**config.mk**
```make
export PLATFORM = sky130hd
export DESIGN_NAME = dma_stride_copy_flat
export DESIGN_NICKNAME = d
export VERILOG_FILES = /design/src/rtl/dma_stride_copy_if.sv /design/src/rtl/dma_stride_copy.sv /design/src/flat_wrapper.sv
export SDC_FILE = /design/constraint.sdc
export NUM_CORES = 1
export LEC_CHECK = 0
export CAP_MARGIN = 20
export CORE_ASPECT_RATIO = 1.4
export CORE_UTILIZATION = 54
export DETAILED_ROUTE_END_ITERATION = 12
export PLACE_DENSITY = 0.77
export RECOVER_POWER = 50
export SYNTH_ARGS = -nofsm -noshare
export SYNTH_HDL_FRONTEND = slang
export SYNTH_SLANG_ARGS = --single-unit
```
**constraint.sdc**
```tcl
create_clock -name clk -period 3.25 [get_ports clk]
set_input_delay 0.975 -clock clk [delete_from_list [all_inputs] [get_ports clk]]
set_output_delay 0.975 -clock clk [all_outputs]
set_load 0.005 [all_outputs]
```
**src/rtl/dma_stride_copy_if.sv**
```systemverilog
// Avalon-MM bundle shared by the CSR slave and the SDRAM master port.
// The master modport issues commands, the slave modport answers them.
interface dma_stride_copy_if #(
  parameter int DW = 32,
  parameter int AW = 32
);
  logic          waitrequest;
  logic [AW-1:0] address;
  logic          read;
  logic          write;
  logic [DW-1:0] writedata;
  logic [DW-1:0] readdata;
  logic          readdatavalid;

  modport master (
    input  waitrequest,
    input  readdata,
    input  readdatavalid,
    output address,
    output read,
    output write,
    output writedata
  );

  modport slave (
    output waitrequest,
    output readdata,
    output readdatavalid,
    input  address,
    input  read,
    input  write,
    input  writedata
  );
endinterface

```
**src/rtl/dma_stride_copy.sv**
```systemverilog
// Strided block copier: CSR slave for programming and status, and one
// pipelined Avalon-MM master that buffers read data in a small FIFO.
module dma_stride_copy #(
  parameter int DW         = 32,
  parameter int AW         = 32,
  parameter int FIFO_DEPTH = 8,
  parameter bit BLOCKING   = 1'b1
) (
  input  logic              clk,
  input  logic              rst_n,
  dma_stride_copy_if.slave  csr,
  dma_stride_copy_if.master mem,
  output logic              irq
);
  localparam int PW = $clog2(FIFO_DEPTH);
  localparam int CW = PW + 1;

  typedef enum logic [1:0] {
    S_IDLE,
    S_RUN,
    S_FLUSH
  } state_t;

  state_t r_state;
  state_t w_nxt;

  logic          r_ack;
  logic [31:0]   r_rdata;
  logic          r_irq_en;
  logic          r_done;
  logic          r_aborted;
  logic [31:0]   r_dst;
  logic [31:0]   r_src;
  logic [31:0]   r_num;
  logic [31:0]   r_sstr;
  logic [31:0]   r_dstr;
  logic [31:0]   r_wdone;

  logic [AW-1:0] r_rd_ptr;
  logic [AW-1:0] r_wr_ptr;
  logic [31:0]   r_rd_left;
  logic [31:0]   r_wr_left;
  logic          r_cmd_rd;
  logic          r_cmd_wr;
  logic [AW-1:0] r_addr;
  logic [DW-1:0] r_wdata;

  logic [CW-1:0] r_outst;
  logic [CW-1:0] r_cnt;
  logic [PW-1:0] r_wp;
  logic [PW-1:0] r_rp;
  logic [DW-1:0] r_fifo [FIFO_DEPTH];

  logic          w_busy;
  logic          w_req;
  logic          w_stall;
  logic          w_cwr;
  logic          w_ctrl_wr;
  logic          w_start;
  logic          w_abort;
  logic          w_set_done;
  logic          w_set_abt;
  logic          w_run;
  logic [31:0]   w_rmux;
  logic          w_rd_acc;
  logic          w_wr_acc;
  logic          w_free;
  logic          w_iss_rd;
  logic          w_iss_wr;
  logic          w_push;
  logic [CW:0]   w_inflight;

  assign w_busy    = (r_state != S_IDLE);
  assign w_req     = csr.read | csr.write;
  assign w_stall   = BLOCKING && csr.read &&
                     (csr.address == 4'd0) && w_busy;
  assign w_cwr     = csr.write && r_ack;
  assign w_ctrl_wr = w_cwr && (csr.address == 4'd0);
  assign w_start   = w_ctrl_wr && csr.writedata[0] && !w_busy;
  assign w_abort   = w_ctrl_wr && csr.writedata[1] &&
                     (r_state == S_RUN);

  assign csr.waitrequest   = w_req & ~r_ack;
  assign csr.readdata      = r_rdata;
  assign csr.readdatavalid = 1'b0;
  assign irq               = r_done & r_irq_en;

  assign mem.read      = r_cmd_rd;
  assign mem.write     = r_cmd_wr;
  assign mem.address   = r_addr;
  assign mem.writedata = r_wdata;

  assign w_rd_acc = r_cmd_rd & ~mem.waitrequest;
  assign w_wr_acc = r_cmd_wr & ~mem.waitrequest;
  assign w_free   = ~(r_cmd_rd | r_cmd_wr) | ~mem.waitrequest;
  assign w_push   = mem.readdatavalid && (r_state == S_RUN);

  // A read being accepted now is not yet in r_outst; count it early.
  assign w_inflight = {1'b0, r_outst} + {1'b0, r_cnt} +
                      {{CW{1'b0}}, w_rd_acc};

  assign w_iss_wr = w_run && w_free && (r_cnt != '0);
  assign w_iss_rd = w_run && w_free && (r_cnt == '0) &&
                    (r_rd_left != 32'd0) &&
                    (w_inflight < (CW+1)'(FIFO_DEPTH));

  always_ff @(posedge clk or negedge rst_n) begin
    if (!rst_n) r_state <= S_IDLE;
    else        r_state <= w_nxt;
  end

  always_comb begin
    w_nxt      = r_state;
    w_set_done = 1'b0;
    w_set_abt  = 1'b0;
    w_run      = 1'b0;
    unique case (r_state)
      S_IDLE: begin
        if (w_start && (r_num != 32'd0)) w_nxt = S_RUN;
      end
      S_RUN: begin
        if (w_abort) begin
          w_nxt = S_FLUSH;
        end else if (r_wr_left == 32'd0) begin
          w_nxt      = S_IDLE;
          w_set_done = 1'b1;
        end else begin
          w_run = 1'b1;
        end
      end
      S_FLUSH: begin
        if (!r_cmd_rd && !r_cmd_wr && (r_outst == '0)) begin
          w_nxt     = S_IDLE;
          w_set_abt = 1'b1;
        end
      end
      default: w_nxt = S_IDLE;
    endcase
  end

  always_comb begin
    w_rmux = '0;
    unique case (csr.address)
      4'd0:    w_rmux = {29'd0, r_aborted, r_done, w_busy};
      4'd1:    w_rmux = r_dst;
      4'd2:    w_rmux = r_src;
      4'd3:    w_rmux = r_num;
      4'd4:    w_rmux = r_sstr;
      4'd5:    w_rmux = r_dstr;
      4'd6:    w_rmux = r_wdone;
      default: w_rmux = '0;
    endcase
  end

  always_ff @(posedge clk or negedge rst_n) begin
    if (!rst_n) begin
      r_ack     <= 1'b0;
      r_rdata   <= '0;
      r_irq_en  <= 1'b0;
      r_done    <= 1'b0;
      r_aborted <= 1'b0;
      r_dst     <= '0;
      r_src     <= '0;
      r_num     <= '0;
      r_sstr    <= '0;
      r_dstr    <= '0;
    end else begin
      r_ack <= w_req && !r_ack && !w_stall;
      if (csr.read && !r_ack && !w_stall) r_rdata <= w_rmux;
      if (w_cwr && !w_busy) begin
        unique case (csr.address)
          4'd1:    r_dst  <= csr.writedata;
          4'd2:    r_src  <= csr.writedata;
          4'd3:    r_num  <= csr.writedata;
          4'd4:    r_sstr <= csr.writedata;
          4'd5:    r_dstr <= csr.writedata;
          default: ;
        endcase
      end
      if (w_ctrl_wr) r_irq_en <= csr.writedata[2];
      if (w_ctrl_wr && csr.writedata[3]) begin
        r_done    <= 1'b0;
        r_aborted <= 1'b0;
      end
      if (w_set_done) r_done <= 1'b1;
      if (w_set_abt) r_aborted <= 1'b1;
      if (w_start) begin
        r_done    <= (r_num == 32'd0);
        r_aborted <= 1'b0;
      end
    end
  end

  always_ff @(posedge clk or negedge rst_n) begin
    if (!rst_n) begin
      r_rd_ptr  <= '0;
      r_wr_ptr  <= '0;
      r_rd_left <= '0;
      r_wr_left <= '0;
      r_wdone   <= '0;
      r_cnt     <= '0;
      r_wp      <= '0;
      r_rp      <= '0;
    end else if (w_start) begin
      r_rd_ptr  <= r_src[AW-1:0];
      r_wr_ptr  <= r_dst[AW-1:0];
      r_rd_left <= r_num;
      r_wr_left <= r_num;
      r_wdone   <= '0;
      r_cnt     <= '0;
      r_wp      <= '0;
      r_rp      <= '0;
    end else begin
      if (w_iss_rd) begin
        r_rd_ptr  <= r_rd_ptr + r_sstr[AW-1:0];
        r_rd_left <= r_rd_left - 32'd1;
      end
      if (w_iss_wr) begin
        r_wr_ptr <= r_wr_ptr + r_dstr[AW-1:0];
        r_rp     <= r_rp + PW'(1);
      end
      if (w_wr_acc) begin
        r_wr_left <= r_wr_left - 32'd1;
        r_wdone   <= r_wdone + 32'd1;
      end
      if (w_push) r_wp <= r_wp + PW'(1);
      unique case ({w_push, w_iss_wr})
        2'b10:   r_cnt <= r_cnt + CW'(1);
        2'b01:   r_cnt <= r_cnt - CW'(1);
        default: ;
      endcase
    end
  end

  always_ff @(posedge clk or negedge rst_n) begin
    if (!rst_n) begin
      for (int i = 0; i < FIFO_DEPTH; i++) r_fifo[i] <= '0;
    end else if (w_push) begin
      r_fifo[r_wp] <= mem.readdata;
    end
  end

  // Command is held until accepted; a new one loads only when free.
  always_ff @(posedge clk or negedge rst_n) begin
    if (!rst_n) begin
      r_cmd_rd <= 1'b0;
      r_cmd_wr <= 1'b0;
      r_addr   <= '0;
      r_wdata  <= '0;
      r_outst  <= '0;
    end else begin
      if (w_free) begin
        r_cmd_rd <= w_iss_rd;
        r_cmd_wr <= w_iss_wr;
        if (w_iss_rd) r_addr <= r_rd_ptr;
        if (w_iss_wr) begin
          r_addr  <= r_wr_ptr;
          r_wdata <= r_fifo[r_rp];
        end
      end
      unique case ({w_rd_acc, mem.readdatavalid})
        2'b10:   r_outst <= r_outst + CW'(1);
        2'b01:   r_outst <= r_outst - CW'(1);
        default: ;
      endcase
    end
  end
endmodule

```
**src/flat_wrapper.sv**
```systemverilog
// flat-port wrapper written by rule: the top's interface ports become plain ports
module dma_stride_copy_flat 
#(
  parameter int DW         = 32,
  parameter int AW         = 32,
  parameter int FIFO_DEPTH = 8,
  parameter bit BLOCKING   = 1'b1
)
  (clk, rst_n, irq, csr_waitrequest, csr_readdata, csr_readdatavalid, csr_address, csr_read, csr_write, csr_writedata, mem_waitrequest, mem_readdata, mem_readdatavalid, mem_address, mem_read, mem_write, mem_writedata);
  dma_stride_copy_if #(.DW(DW), .AW(AW)) csr_i ();
  dma_stride_copy_if #(.DW(DW), .AW(AW)) mem_i ();
  input  logic clk;
  input  logic rst_n;
  output logic irq;
  output wire logic [$bits(csr_i.waitrequest)-1:0] csr_waitrequest;
  output wire logic [$bits(csr_i.readdata)-1:0] csr_readdata;
  output wire logic [$bits(csr_i.readdatavalid)-1:0] csr_readdatavalid;
  input wire logic [$bits(csr_i.address)-1:0] csr_address;
  input wire logic [$bits(csr_i.read)-1:0] csr_read;
  input wire logic [$bits(csr_i.write)-1:0] csr_write;
  input wire logic [$bits(csr_i.writedata)-1:0] csr_writedata;
  input wire logic [$bits(mem_i.waitrequest)-1:0] mem_waitrequest;
  input wire logic [$bits(mem_i.readdata)-1:0] mem_readdata;
  input wire logic [$bits(mem_i.readdatavalid)-1:0] mem_readdatavalid;
  output wire logic [$bits(mem_i.address)-1:0] mem_address;
  output wire logic [$bits(mem_i.read)-1:0] mem_read;
  output wire logic [$bits(mem_i.write)-1:0] mem_write;
  output wire logic [$bits(mem_i.writedata)-1:0] mem_writedata;
  assign csr_waitrequest = csr_i.waitrequest;
  assign csr_readdata = csr_i.readdata;
  assign csr_readdatavalid = csr_i.readdatavalid;
  assign csr_i.address = csr_address;
  assign csr_i.read = csr_read;
  assign csr_i.write = csr_write;
  assign csr_i.writedata = csr_writedata;
  assign mem_i.waitrequest = mem_waitrequest;
  assign mem_i.readdata = mem_readdata;
  assign mem_i.readdatavalid = mem_readdatavalid;
  assign mem_address = mem_i.address;
  assign mem_read = mem_i.read;
  assign mem_write = mem_i.write;
  assign mem_writedata = mem_i.writedata;
  dma_stride_copy #(.DW(DW), .AW(AW), .FIFO_DEPTH(FIFO_DEPTH), .BLOCKING(BLOCKING)) u_core (.clk(clk), .rst_n(rst_n), .csr(csr_i), .mem(mem_i), .irq(irq));
endmodule
```
==> results of run 1 <==
repair_timing:
item | in CTS | in global routing
pin swaps | 19 | 26
gates cloned | 0 | 0
buffers inserted | 6 | 5
setup endpoints to repair | 27 | 59
gates resized for setup | 34 | 52
registers in the layout, summed over array words and instances (netlist names), 2 cells and up:
name and count:
u_core.r_fifo 256, u_core.csr.readdata 32, u_core.mem.address 32, u_core.mem.writedata 32, u_core.r_dst 32, u_core.r_dstr 32
u_core.r_num 32, u_core.r_rd_left 32, u_core.r_rd_ptr 32, u_core.r_src 32, u_core.r_sstr 32, u_core.r_wdone 32
u_core.r_wr_left 32, u_core.r_wr_ptr 32, u_core.r_cnt 4, u_core.r_outst 4, u_core.r_rp 3, u_core.r_wp 3
u_core.r_state 2
cell families after synthesis:
| family | Yosys count |
|---|---|
| AO/OA/AOI/OAI | 582 |
| XOR/XNOR | 119 |
| adder cells (fa/ha/maj) | 81 |
| buffers and inverters | 194 |
| flip-flops | 694 |
| multiplexers | 519 |
| other | 1 |
| AND/OR/NAND/NOR | 759 |
per-layer routing:
metal  share of wire (%)  wire length (µm)  GRT usage, %  vias up
met2                  50             51600          55.0     1403
li1                    -                 -             -    11600
met3                 7.7              8030          5.94      373
met5               0.012                13             0        -
met4                 6.4              6710          21.1        2
met1                  36             37800          39.7    13500
cell type report:
class                   instances  area share, %
diodes                          3         0.0180
clock buffers                 104           5.10
clock inverters                21          0.573
inverters                      38          0.360
multi-input cells            2061           38.7
flip-flops and latches        694           41.7
well taps                     825           2.48
repair buffers                492           11.1
power groups by stage:
stage / registers, µW / clock network (µW) / logic (µW)
CTS: 8730 / 8430 / 644
global route: 8730 / 8770 / 679
floorplan: 8860 / 0 / 153
detailed placement: 8890 / 0 / 644
global placement: 8880 / 0 / 614
finish: 8730 / 8330 / 602
worst register-to-register path, stage by stage (launching register included):
cell and delay [ns]:
dfrtp_1 0.40, or4_4 0.56, nor3_4 0.14, buf_4 0.16
and3_4 0.19, nand4b_1 0.16, nand4_1 0.17, or2_4 0.18
inv_8 0.05, ha_4 0.17, ha_4 0.25, a31o_4 0.24
a21oi_2 0.13, o21ai_1 0.09, xor2_1 0.17, nor2_1 0.05
metrics by stage:
step / setup TNS, ns / utilization, % / instances / worst slack [ns]
finish: 0 / 67.2 / 4238 / 0.0118
global route: -1.64 / 67.2 / 4238 / -0.0946
CTS: -0.0828 / 67.2 / 4230 / -0.0479
detailed placement: -124.48 / 63.2 / 4099 / -0.768
global placement: -103.21 / 63.2 / 4099 / -0.696
floorplan: -0.374 / - / 2949 / -0.215
placed cells by master (no fill, tap or decap), types with 9 or more instances in the layout:
| master | count |
|---|---|
| nand3_1 | 63 |
| a21oi_1 | 61 |
| o211ai_1 | 22 |
| mux2_2 | 418 |
| nand2_1 | 307 |
| mux2i_1 | 37 |
| nor2b_1 | 10 |
| nor2_1 | 192 |
| nand2b_1 | 20 |
| a22oi_1 | 107 |
| clkbuf_2 | 9 |
| a221oi_1 | 34 |
| clkbuf_8 | 16 |
| buf_12 | 37 |
| a21o_1 | 23 |
| ha_1 | 72 |
| xnor2_1 | 61 |
| nor3_1 | 36 |
| clkinv_2 | 9 |
| nand4_1 | 17 |
| dlymetal6s2s_1 | 14 |
| clkdlybuf4s50_1 | 171 |
| or3_1 | 10 |
| dfrtp_1 | 690 |
| inv_1 | 37 |
| nor4_1 | 22 |
| buf_4 | 228 |
| a31oi_1 | 38 |
| xor2_1 | 58 |
| clkbuf_1 | 23 |
| clkbuf_16 | 74 |
| and3_1 | 10 |
| o21ai_1 | 28 |
| dlygate4sd2_1 | 13 |
| mux4_2 | 64 |
| o21ai_0 | 184 |
worst min-delay path by stage:
stage	endpoint	cells past startpoint	slack [ns]
4_1_cts	u_core.r_dst[8]	1	0.31
3_5_place_dp	u_core.mem.writedata[2]	2	0.47
5_1_grt	u_core.csr.readdata[25]	2	0.50
6_report	u_core.mem.writedata[2]	2	0.48
3_3_place_gp	u_core.csr.readdata[3]	2	0.46
2_1_floorplan	u_core.r_outst[3]	1	0.46
synth_stat cells (29+ instances only):
| master | instances |
|---|---|
| a221oi_1 | 35 |
| a21oi_1 | 66 |
| a22oi_1 | 107 |
| clkbuf_1 | 93 |
| mux2i_1 | 37 |
| nor3_1 | 41 |
| mux2_2 | 418 |
| nor2_1 | 195 |
| o21ai_0 | 195 |
| inv_1 | 37 |
| nor4_1 | 29 |
| nand3_1 | 63 |
| nand2_1 | 307 |
| xor2_1 | 58 |
| mux4_2 | 64 |
| dfrtp_1 | 694 |
| ha_1 | 78 |
| a31oi_1 | 43 |
| xnor2_1 | 61 |
| buf_1 | 35 |
==> metrics.md, run 1 <==
| Metric | Value |
|---|---|
| Worst Min Path Start | `u_core.mem.writedata[2]` |
| Power, Total | `17700 µW` |
| Peak supply drop | `0.453 mV` |
| Post-synthesis compound-gate area fraction | `10.9%` |
| Synthesized net count | `3132` |
| Switching share of power | `22.2%` |
| Yosys warning total | `0` |
| DIE WIDTH | `214 µm` |
| CORE AREA | `62000 µm²` |
| Failing checks | `max-capacitance violations, max-slew violations` |
| Yosys top cell by area | `dfrtp_1` |
| RR Endpoint | `u_core.r_cnt[3]` |
| Die area | `63900 µm²` |
| Avg Vias per Cell | `6.34` |
| CP dominant cell by count | `ha_4` |
| Max Freq | `0.309 GHz` |
| CP cell instances | `or4_4 -> nor3_4 -> buf_4 -> and3_4 -> nand4b_1 -> nand4_1 -> or2_4 -> inv_8 -> ha_4 -> ha_4 -> a31o_4 -> a21oi_2 -> o21ai_1 -> xor2_1 -> nor2_1` |
| Routed Antenna Nets | `0` |
| Yosys reg bits | `694` |
| Crit share post-route | `99.6%` |
| Final setup viols | `0` |
| Flop pwr share | `49.4%` |
| FFs w/ async S/R, synth | `100%` |
| DIE HEIGHT | `299 µm` |
| Post-synthesis sequential area ratio | `51.2%` |
| Post-route cell area | `41700 µm²` |
| Routed WL per cell | `24.6 µm` |
| WS Path Type | `reg -> reg` |
| Setup Skew | `0.0338 ns` |
| Layout overhead on the synthesized area | `22.8%` |
| Min Tclk post-route | `3.24 ns` |
| Number of enable flip-flop cells after synthesis | `0` |
| Overall Global Routing Usage | `33.2%` |
| Insertion delay to the later sink of the worst-skew pair | `0.64 ns` |
| Synth unique cells | `78` |
| Cts hold-fix bufs | `0` |
| # rows | `108` |
| Final Slew Violations | `53` |
| Post-Syn Area per Cell | `11.5 µm²` |
| Clock root buffer | `clkbuf_16` |
| Top cell type's share of synthesized area | `51.2%` |
| Initial antenna violation count | `4` |
| Starting Density | `54.7%` |
| Clock Sinks | `694` |
| Clock Tree Buf Depth | `3` |
| Nets | `3540` |
| Vias in the first global route | `28200` |
| Critical Path Start | `u_core.r_wr_left[4]` |
| Mux cell area share after synthesis | `19.2%` |
| Worst hold slack | `0.478 ns` |
| Number of max-cap violations | `1` |
| Top cells by area, synth | `dfrtp_1 (51%), mux2_2 (14%), mux4_2 (4.2%)` |
| Post-synthesis instance total | `2949` |
| GRT overflow | `0` |
| Post-DP HPWL | `70800 µm` |
| Required time worst endpoint | `3.75 ns` |
| Max FO, Critical Path | `4` |
| Crit path largest cell delay | `0.56 ns` |
| Logic pwr share | `3.4%` |
| Main combinational cell family by area after synthesis | `multiplexers` |
| Fillers | `4410` |
| Drc violations | `0` |
| First-pass GRT wire length | `161000 µm` |
| Initial DRC count | `2449` |
| Slowest cell on crit path | `or4_4` |
| Pwr Density | `424 nW/µm²` |
| Leakage | `0.0199 µW` |
| Status | `complete, but fails checks` |
| Drt first pass iters | `6` |
| Mapped Area | `33900 µm²` |
| Bufs and invs on worst path | `2` |
| Placed cell area | `39200 µm²` |
| Cell family with most CP delay | `simple AND/OR/NAND/NOR gates` |
| Via Count | `26900` |
| Reg2Reg Setup Slack | `0.01 ns` |
| Register area | `17400 µm²` |
| Unrepaired setup endpoints after global routing | `yes` |
| Worst r2r src | `u_core.r_wr_left[4]` |
| Crit path to | `u_core.r_cnt[3]` |
| Worst setup SP type | `flop` |
| Reg2reg path depth | `15` |
| CTS tree | `done` |
| Final RePlAce weighted congestion | `1.03` |
| Multi-input combinational cell area | `16100 µm²` |
| CTS H-tree lvls | `3` |
| Layout cells sized above 1 | `28.0%` |
| Xor/xnor share of the synthesized area | `3.07%` |
| Clk pwr share | `47.2%` |
| Port bufs | `201` |
| Crit. End Element | `flop` |
| Worst rel slew slack | `-15.5%` |
| Total CTS buffers | `70` |
| Reg clk slew, reported paths | `0.07 ns` |
| Post-Synth Adder-Cell Area | `3.05%` |
| Internal power | `13700 µW` |
| Sw Pwr | `3920 µW` |
| Simple-gate share of the synthesized area | `10.2%` |
| Final Hold Vio Count | `0` |
| Slew @ Worst Pin | `1.73 ns` |
| DRT Wirelength | `104000 µm` |
| Top_reg_cell synth | `dfrtp_1` |
| Worst min-delay path class | `reg -> reg` |
| Worst EP arrival | `3.74 ns` |
| Largest net degree at the start of global routing | `99` |
| Ports | `203` |
| WP depth | `15` |
Note: power is estimated with default switching activity, not from simulation.
==> run 2, diff against run 1 <==
- CAP_MARGIN: 20 -> 10
- SETUP_SLACK_MARGIN: not set -> 0.05
==> run 2 against run 1 <==
  * The run still ends with max-capacitance violations, max-slew violations left
  * First-iteration DRC count shrank 5.7%
  * Highest routed layer unchanged
  * Cell count is 0.78% higher
  * Utilization grew 0.85 points
  * Setup slack improved by 0.059 ns
  * Count of clock-buffer cells in the layout decreased by 7
  * Sequential power is essentially flat
  * Sequential share of layout area is 0.52 points lower
  * Worst hold slack improved by 0.0026 ns
  * Total power decreased by 0.71%
==> metrics.md, run 2 (synthesized netlist as in run 1, its figures left out) <==
| Metric | Value |
|---|---|
| Status | `complete, but fails checks` |
| Failing checks | `max-capacitance violations, max-slew violations` |
| Top reg by flops | `u_core.r_fifo` |
| Layout cells sized above 1 | `29.5%` |
| Final RePlAce weighted congestion | `0.988` |
| Layout overhead on the synthesized area | `24.4%` |
| Post-DP HPWL | `73300 µm` |
| Worst EP arrival | `3.71 ns` |
| Clock Sinks | `694` |
| Crit. End Element | `flop` |
| Ports | `203` |
| Initial antenna violation count | `3` |
| Drc violations | `0` |
| Min Tclk post-route | `3.18 ns` |
| Most frequent cells in the layout | `dfrtp_1 (690), mux2_2 (418), nand2_1 (307), buf_4 (261), nor2_1 (192)` |
| DIE WIDTH | `214 µm` |
| DRT Wirelength | `106000 µm` |
| CORE AREA | `62000 µm²` |
| Crit share post-route | `97.8%` |
| Starting Density | `54.7%` |
| Initial DRC count | `2310` |
| Setup Skew | `0.0301 ns` |
| Routed WL per cell | `24.8 µm` |
| CTS H-tree lvls | `3` |
| Total CTS buffers | `69` |
| Worst setup SP type | `flop` |
| Worst rel slew slack | `-3.93%` |
| Slew @ Worst Pin | `1.56 ns` |
| Vias in the first global route | `28400` |
| Overall Global Routing Usage | `33.5%` |
| Worst min-delay path class | `reg -> reg` |
| CTS tree | `done` |
| WS Path Type | `reg -> reg` |
| Unrepaired setup endpoints after global routing | `yes` |
| Peak supply drop | `0.552 mV` |
| Nets | `3578` |
| Number of max-cap violations | `1` |
| Pwr Density | `416 nW/µm²` |
| DIE HEIGHT | `299 µm` |
| Reg clk slew, reported paths | `0.06 ns` |
| Insertion delay to the later sink of the worst-skew pair | `0.62 ns` |
| Clock root buffer | `clkbuf_16` |
| Max Freq | `0.315 GHz` |
| Final Hold Vio Count | `0` |
| Clock Tree Buf Depth | `3` |
| Final setup viols | `0` |
| Commonest non-fill, non-tap cell in the layout | `dfrtp_1` |
| Largest net degree at the start of global routing | `91` |
| Final Slew Violations | `54` |
| Cts hold-fix bufs | `0` |
| GRT overflow | `0` |
| Port bufs | `201` |
| First-pass GRT wire length | `162000 µm` |
| Routed Antenna Nets | `0` |
| Die area | `63900 µm²` |
| # rows | `108` |
| Power, Total | `17500 µW` |
| Required time worst endpoint | `3.78 ns` |
| Reg2Reg Setup Slack | `0.07 ns` |
| Drt first pass iters | `6` |
| Max FO, Critical Path | `3` |
| Utilization after layout | `68.0%` |
| Number of flip-flops under the largest register name | `256` |
| Multi-input combinational cell area | `16300 µm²` |
| Via Count | `26800` |
| Leakage | `0.0202 µW` |
| Register area | `17400 µm²` |
| Fillers | `4364` |
| Avg Vias per Cell | `6.27` |
-- run 2: cell types whose count changed in the layout (fill, tap and decap cells not counted), sizes merged --
cell,before,now
dlymetal6s2s,14,11
inv,40,39
clkdlybuf4s50,171,176
clkinv,12,14
clkbuf,127,115
dlygate4sd3,2,1
bufinv,4,5
buf,269,313
dlygate4sd2,13,12
diode,3,2
-- run 2: path summary, 6_finish.rpt --
| check | end | cells past startpoint | from |
|---|---|---|---|
| worst max-delay path | u_core.r_wr_ptr[24] | 16 | u_core.r_wr_ptr[0] |
| worst min register to register | u_core.mem.writedata[3] | 2 | u_core.mem.writedata[3] |
| max in group asynchronous | u_core.r_num[1] | 3 | rst_n |
| min in group asynchronous | u_core.r_src[7] | 1 | rst_n |
| worst min-delay path | u_core.mem.writedata[3] | 2 | u_core.mem.writedata[3] |
| worst max register to register | u_core.r_wr_ptr[24] | 16 | u_core.r_wr_ptr[0] |
-- run 2: per-stage QoR --
step / TNS, ns / std cells / hold slack [ns] / cell area [µm²] / setup WS, ns
2_1_floorplan: -0.374 / 2949 / 0.462 / 34000 / -0.215
3_3_place_gp: -104.61 / 4126 / 0.464 / 39400 / -0.684
3_5_place_dp: -116.26 / 4126 / 0.475 / 39400 / -0.660
4_1_cts: 0 / 4255 / 0.297 / 42000 / 0.0505
5_1_grt: -0.180 / 4271 / 0.502 / 42200 / -0.0667
6_report: 0 / 4271 / 0.481 / 42200 / 0.0709
-- run 2: cell type report --
cell class / count / share of cell area, %
diodes: 2 / 0.0119
clock inverters: 23 / 0.605
multi-input cells: 2061 / 38.6
clock buffers: 97 / 4.87
well taps: 825 / 2.45
flip-flops and latches: 694 / 41.2
repair buffers: 531 / 11.9
inverters: 38 / 0.356
-- run 2: layer usage --
layer  global-route usage (%)  share of wire (%)  vias up
met4                     21.0                6.5        2
met1                     39.1                 36    13500
met2                     57.0                 50     1184
li1                         -                  -    11700
met5                        0             0.0085        -
met3                     5.84                7.1      382
-- run 2: critical path: stages (launching register included) --
cell,delay [ns]
dfrtp_1,0.40
ha_4,0.18
inv_1,0.06
fa_2,0.35
nor2b_2,0.14
o21a_1,0.22
o21ai_2,0.08
a211oi_2,0.21
buf_4,0.17
o2111ai_1,0.14
nand4b_1,0.23
buf_6,0.16
nand3_2,0.10
a21boi_2,0.18
o21ai_1,0.08
mux2_2,0.28
o21ai_2,0.10
-- run 2: repair_timing --
action                                  4_1_cts  5_1_grt
pin swaps                                    28       35
cloned                                        0        1
endpoints found under the setup margin      102      130
resized for setup                            55       68
buffers inserted                              9       14
-- run 2: where the power goes --
group | switching, µW | internal (µW) | leakage [µW]
logic | 395 | 220 | 0.00936
clock network | 3410 | 4800 | 0.00114
registers | 47.2 | 8670 | 0.00966
total | 3850 | 13700 | 0.0202
==> variant 1, RTL diff (settings of run 2) <==
`BLOCKING` is set to 1'b1 in 2 places; all go to 1'b0.
--- a/src/rtl/dma_stride_copy.sv
+++ b/src/rtl/dma_stride_copy.sv
@@ -6,3 +6,3 @@
   parameter int FIFO_DEPTH = 8,
-  parameter bit BLOCKING   = 1'b1
+  parameter bit BLOCKING   = 1'b0
 ) (
--- a/src/flat_wrapper.sv
+++ b/src/flat_wrapper.sv
@@ -6,3 +6,3 @@
   parameter int FIFO_DEPTH = 8,
-  parameter bit BLOCKING   = 1'b1
+  parameter bit BLOCKING   = 1'b0
 )
Check against the original RTL: same outputs for any inputs over 4 cycles, from zero or initial values and one cycle with rst_n low; that may be too few to reach the edited logic, so the function may still have changed.
==> variant 1 against run 2 <==
The run ends with capacitance limit, slew limit, setup timing left; wire length increased by 6.0%; sequential cell count unchanged; count of clock-buffer cells in the layout did not move; area after synthesis grew 0.13%; total power grew 1.2%; design area grew 2.0%; worst setup slack got worse by 0.38 ns; critical endpoint is now u_core.r_cnt[2]$_DFFE_PN0P_; largest cell class unchanged; largest power group unchanged.
==> variant 1: results (changes against run 2) <==
Finish
  • Inverters: 33 (was 38)
  • # diodes: 1 (was 2)
  • Non-clock buffers: 570 (was 531)
  • Share of layout cells above drive strength 1: 0.314 (was 0.295)
  • Clock-cell share: 0.0541 (was 0.0547)

Logic synthesis
  • Adder-cell area share of the yosys netlist: 0.0305 (about the same)
  • Post-synthesis compound-gate area fraction: 0.114 (was 0.109)
  • Syn Inst Count: 2891 (was 2949)
  • Post-Syn Nets: 3074 (was 3132)
  • Mux share of post-synthesis cell area: 0.195 (was 0.192)

STA
  • Setup violators final: 102 (was 0)
  • Clock skew: 0.0204 ns (was 0.0301 ns)
  • Setup slack after layout: -0.305 ns (was 0.0709 ns)
  • Final slew viol count: 65 (was 54)
  • Slew HR: -0.249 (was -0.0393)
  • Hold slack: 0.479 ns (was 0.481 ns)

Job
  • Max Cap Viol: 1 (unchanged)

GRT
  • Met1 usage: 0.419 (was 0.391)
  • Antenna violations before repair: 2 (was 3)
  • First-pass GRT wire length: 169 mm (was 162 mm)

Worst setup path
  • Worst setup path end: u_core.r_cnt[2]$_DFFE_PN0P_ (was u_core.r_wr_ptr[24]$_DFFE_PN0P_)
  • Reg2Reg Depth: 17 (was 16)
  • Crit Reg-Reg Startpoint: u_core.r_wr_left[15]$_DFFE_PN0P_ (was u_core.r_wr_ptr[0]$_DFFE_PN0P_)

Run status
  • Failing checks: capacitance limit, slew limit, setup timing (was capacitance limit, slew limit)
  • Status: complete, but fails checks (unchanged)

Clocking
  • Worst-Skew Late Latency: 0.64 ns (was 0.62 ns)
## variant 1: routing by layer
layer	vias to the layer above	routed length [µm]
met5	-	0
met4	0	6780
met3	421	8920
met2	1458	55100
met1	14000	41500
li1	11600	-
## variant 1: how the worst min path moves through the flow
stage                                         start                                    to  depth (start not counted)
5_1_grt         u_core.mem.writedata[2]$_DFFE_PN0P_   u_core.mem.writedata[2]$_DFFE_PN0P_                          2
4_1_cts                                       rst_n         u_core.r_sstr[11]$_DFFE_PN0P_                          1
2_1_floorplan          u_core.r_aborted$_DFFE_PN0P_          u_core.r_aborted$_DFFE_PN0P_                          2
3_3_place_gp    u_core.mem.writedata[1]$_DFFE_PN0P_   u_core.mem.writedata[1]$_DFFE_PN0P_                          2
6_report        u_core.mem.writedata[3]$_DFFE_PN0P_   u_core.mem.writedata[3]$_DFFE_PN0P_                          2
3_5_place_dp   u_core.mem.writedata[29]$_DFFE_PN0P_  u_core.mem.writedata[29]$_DFFE_PN0P_                          2
## variant 1: power by group
part | internal [mW] | switching [mW] | leakage (nW) | total, mW
logic | 0.227 | 0.398 | 9.76 | 0.625
clock network | 4.87 | 3.51 | 1.14 | 8.38
registers | 8.67 | 0.0817 | 9.66 | 8.75
## variant 1: worst max-delay path: stages, from the launching register on
cell     delay, ns
dfrtp_1       0.38
or4_4         0.58
nor4b_4       0.30
nand4_1       0.16
buf_6         0.17
or4_4         0.44
nand3_4       0.14
or2_4         0.15
inv_4         0.04
ha_4          0.16
buf_6         0.12
xor2_4        0.15
ha_4          0.17
a21oi_2       0.11
xor2_1        0.15
nor2_1        0.06
a21oi_1       0.11
nor2_1        0.05
## variant 1: timing repair
item                                    4_1_cts  5_1_grt
pin swaps                                    13       63
cloned                                        8       12
buffers inserted                             15       34
resized for setup                            78      129
endpoints found under the setup margin       79      193
==> variant 2, RTL diff (settings of run 2) <==
Made on the original files. Put a register stage on the output `irq`. The value now appears one clock later. The other outputs are not delayed to match.
--- a/src/rtl/dma_stride_copy.sv
+++ b/src/rtl/dma_stride_copy.sv
@@ -85,3 +85,5 @@
   assign csr.readdatavalid = 1'b0;
-  assign irq               = r_done & r_irq_en;
+  always_ff @(posedge clk) begin
+    irq <= r_done & r_irq_en;
+  end
 
Formal check against the unedited RTL: not equivalent (a bounded check fails within 4 cycles, from zero or initial values and one cycle with rst_n low).
==> variant 2 against run 2 <==
The flow finishes with violations (capacitance limit, slew limit, setup timing); worst setup slack lost 0.38 ns; area after synthesis up 0.48%; sequential cell count rose by 1; sequential share of layout area is 0.49 points higher; critical path depth fell by 2; die area grew 0.48%; utilization is 0.88 points lower; total power shrank 0.17%; wire length is 3.5% lower; hold slack got worse by 0.0024 ns; design area is 1.1% lower; critical endpoint is now u_core.r_rd_ptr[30]$_DFFE_PN0P_.
==> variant 2: results (changes against run 2) <==
Worst setup path
  • Max Fanout on Critical Path: 2 (was 3)
  • Worst EP arrival: 4.05 ns (was 3.71 ns)
  • Critical path origin: u_core.r_rd_ptr[0]$_DFFE_PN0P_ (was u_core.r_wr_ptr[0]$_DFFE_PN0P_)
  • Worst R2R End: u_core.r_rd_ptr[30]$_DFFE_PN0P_ (was u_core.r_wr_ptr[24]$_DFFE_PN0P_)

Power
  • Peak VDD IR: 0.000477 V (was 0.000552 V)
  • Pint: 13.6 mW (was 13.7 mW)

Logic synthesis
  • Post-Syn Nets: 3122 (was 3132)
  • Post-synthesis compound-gate area fraction: 0.107 (was 0.109)
  • Mux share of post-synthesis cell area: 0.201 (was 0.192)
  • Post-Syn Area per Cell: 11.6 µm² (was 11.5 µm²)
  • Ys async rst share: 0.999 (was 1.00)
  • Register area share after synthesis: 0.510 (was 0.512)
  • Adder-cell area share of the yosys netlist: 0.0304 (was 0.0305)
  • Post-Synth XOR/XNOR Area: 0.0295 (was 0.0307)

GRT
  • Pin count of the biggest net entering global routing: 68 (was 91)
  • Antenna violations before repair: 2 (was 3)
  • First-pass GRT wire length: 159 mm (was 162 mm)

Placement
  • Post-DP HPWL: 69.1 mm (was 73.3 mm)
  • Cell Area, Placed: 39100 µm² (was 39400 µm²)
  • Setup WS pre-CTS: -0.905 ns (was -0.660 ns)
  • Placed Cells incl. Taps: 4065 (was 4126)

STA
  • Final slew viol count: 68 (was 54)
  • Hold slack: 0.478 ns (was 0.481 ns)
  • Worst Tran Pin Value: 2.09 ns (was 1.56 ns)
  • Setup violators final: 4 (was 0)
  • Setup slack after layout: -0.314 ns (was 0.0709 ns)

Job
  • Max Cap Viol: 1 (unchanged)

Finish
  • Share of layout cells above drive strength 1: 0.286 (was 0.295)
  • Nets@finish: 3520 (was 3578)

Hold path
  • Hold_sp: u_core.csr.readdata[5]$_DFFE_PN0P_ (was u_core.mem.writedata[3]$_DFFE_PN0P_)

Run status
  • Status: complete, but fails checks (unchanged)
  • Failing checks: capacitance limit, slew limit, setup timing (was capacitance limit, slew limit)

Routing
  • Starting DRT DRC Count: 2061 (was 2310)
  • DR WL/cell: 24.3 µm (was 24.8 µm)
  • DRT Wirelength: 102 mm (was 106 mm)
  • Vias: 26600 (was 26800)
-- variant 2: cell types whose count changed after synthesis, sizes merged, moves of 13 or more --
cell / run 2 / this run
nor2: 197 / 169
mux2i: 37 / 71
o21ai: 214 / 236
a22oi: 107 / 52
or3: 12 / 25
a22o: 1 / 31
nand3: 63 / 46
-- variant 2: logic make-up (layout without fill, tap and decap cells) --
family,Yosys count,count (layout)
other,1,1
multiplexers,554,554
AO/OA/AOI/OAI,570,570
adder cells (fa/ha/maj),81,81
AND/OR/NAND/NOR,726,726
flip-flops,695,695
buffers and inverters,197,647
XOR/XNOR,115,115
-- variant 2: layout make-up --
class,count,area (µm²)
Sequential cell,695,17400
Clock buffer,99,2030
Fill cell,4526,20400
Multi-Input combinational cell,2047,16300
Clock inverter,24,253
Inverter,32,125
Tap cell,825,1030
Timing Repair Buffer,492,4560
-- variant 2: timing repair --
action,CTS,global route
resized for setup,85,60
endpoints found under the setup margin,87,172
pin swaps,31,38
endpoints found under the hold margin,0,0
hold buffers,0,0
setup buffers,16,11
gates cloned,1,0
-- variant 2: critical path, cell delays in order, from the launching register on --
cell and delay (ns):
dfrtp_1 0.40, ha_2 0.22, inv_2 0.06, fa_2 0.21
nor2b_2 0.05, o31a_1 0.28, or4b_4 0.51, a32o_2 0.34
a311oi_2 0.31, buf_4 0.19, o31ai_4 0.10, o21ai_1 0.18
nand2_2 0.10, a21oi_2 0.18, mux2_4 0.31
-- variant 2: routing by layer --
metal	global-route usage	up-vias	part of all wire
met5	0	-	0.00024
li1	-	11500	-
met1	0.371	13600	0.37
met4	0.179	4	0.053
met3	0.0528	338	0.066
met2	0.565	1077	0.52
-- variant 2: how the worst max path moves through the flow --
stage	slack, ns	endpoint	cells past startpoint
after global routing	-0.37	u_core.r_rd_ptr[30]$_DFFE_PN0P_	14
after global placement	-0.91	u_core.r_cnt[3]$_DFFE_PN0P_	16
after CTS	-0.36	u_core.r_rd_ptr[30]$_DFFE_PN0P_	14
after floorplan	-0.35	u_core.r_cnt[3]$_DFFE_PN0P_	16
final	-0.31	u_core.r_rd_ptr[30]$_DFFE_PN0P_	14
after detailed placement	-0.91	u_core.r_cnt[2]$_DFFE_PN0P_	17
-- variant 2: power groups by stage --
stage / combinational (mW) / clock [mW] / sequential [mW]
detailed placement: 0.684 / 0 / 8.87
finish: 0.647 / 8.15 / 8.71
floorplan: 0.165 / 0 / 8.86
global placement: 0.646 / 0 / 8.87
CTS: 0.684 / 8.26 / 8.71
global route: 0.717 / 8.59 / 8.71
-- variant 2: per-stage QoR --
stage	util	power, mW	setup TNS (ns)
floorplan	-	9.03	-0.764
global placement	0.630	9.51	-194.50
detailed placement	0.630	9.56	-209.11
CTS	0.671	17.7	-1.15
global route	0.672	18.0	-1.40
finish	0.672	17.5	-0.978
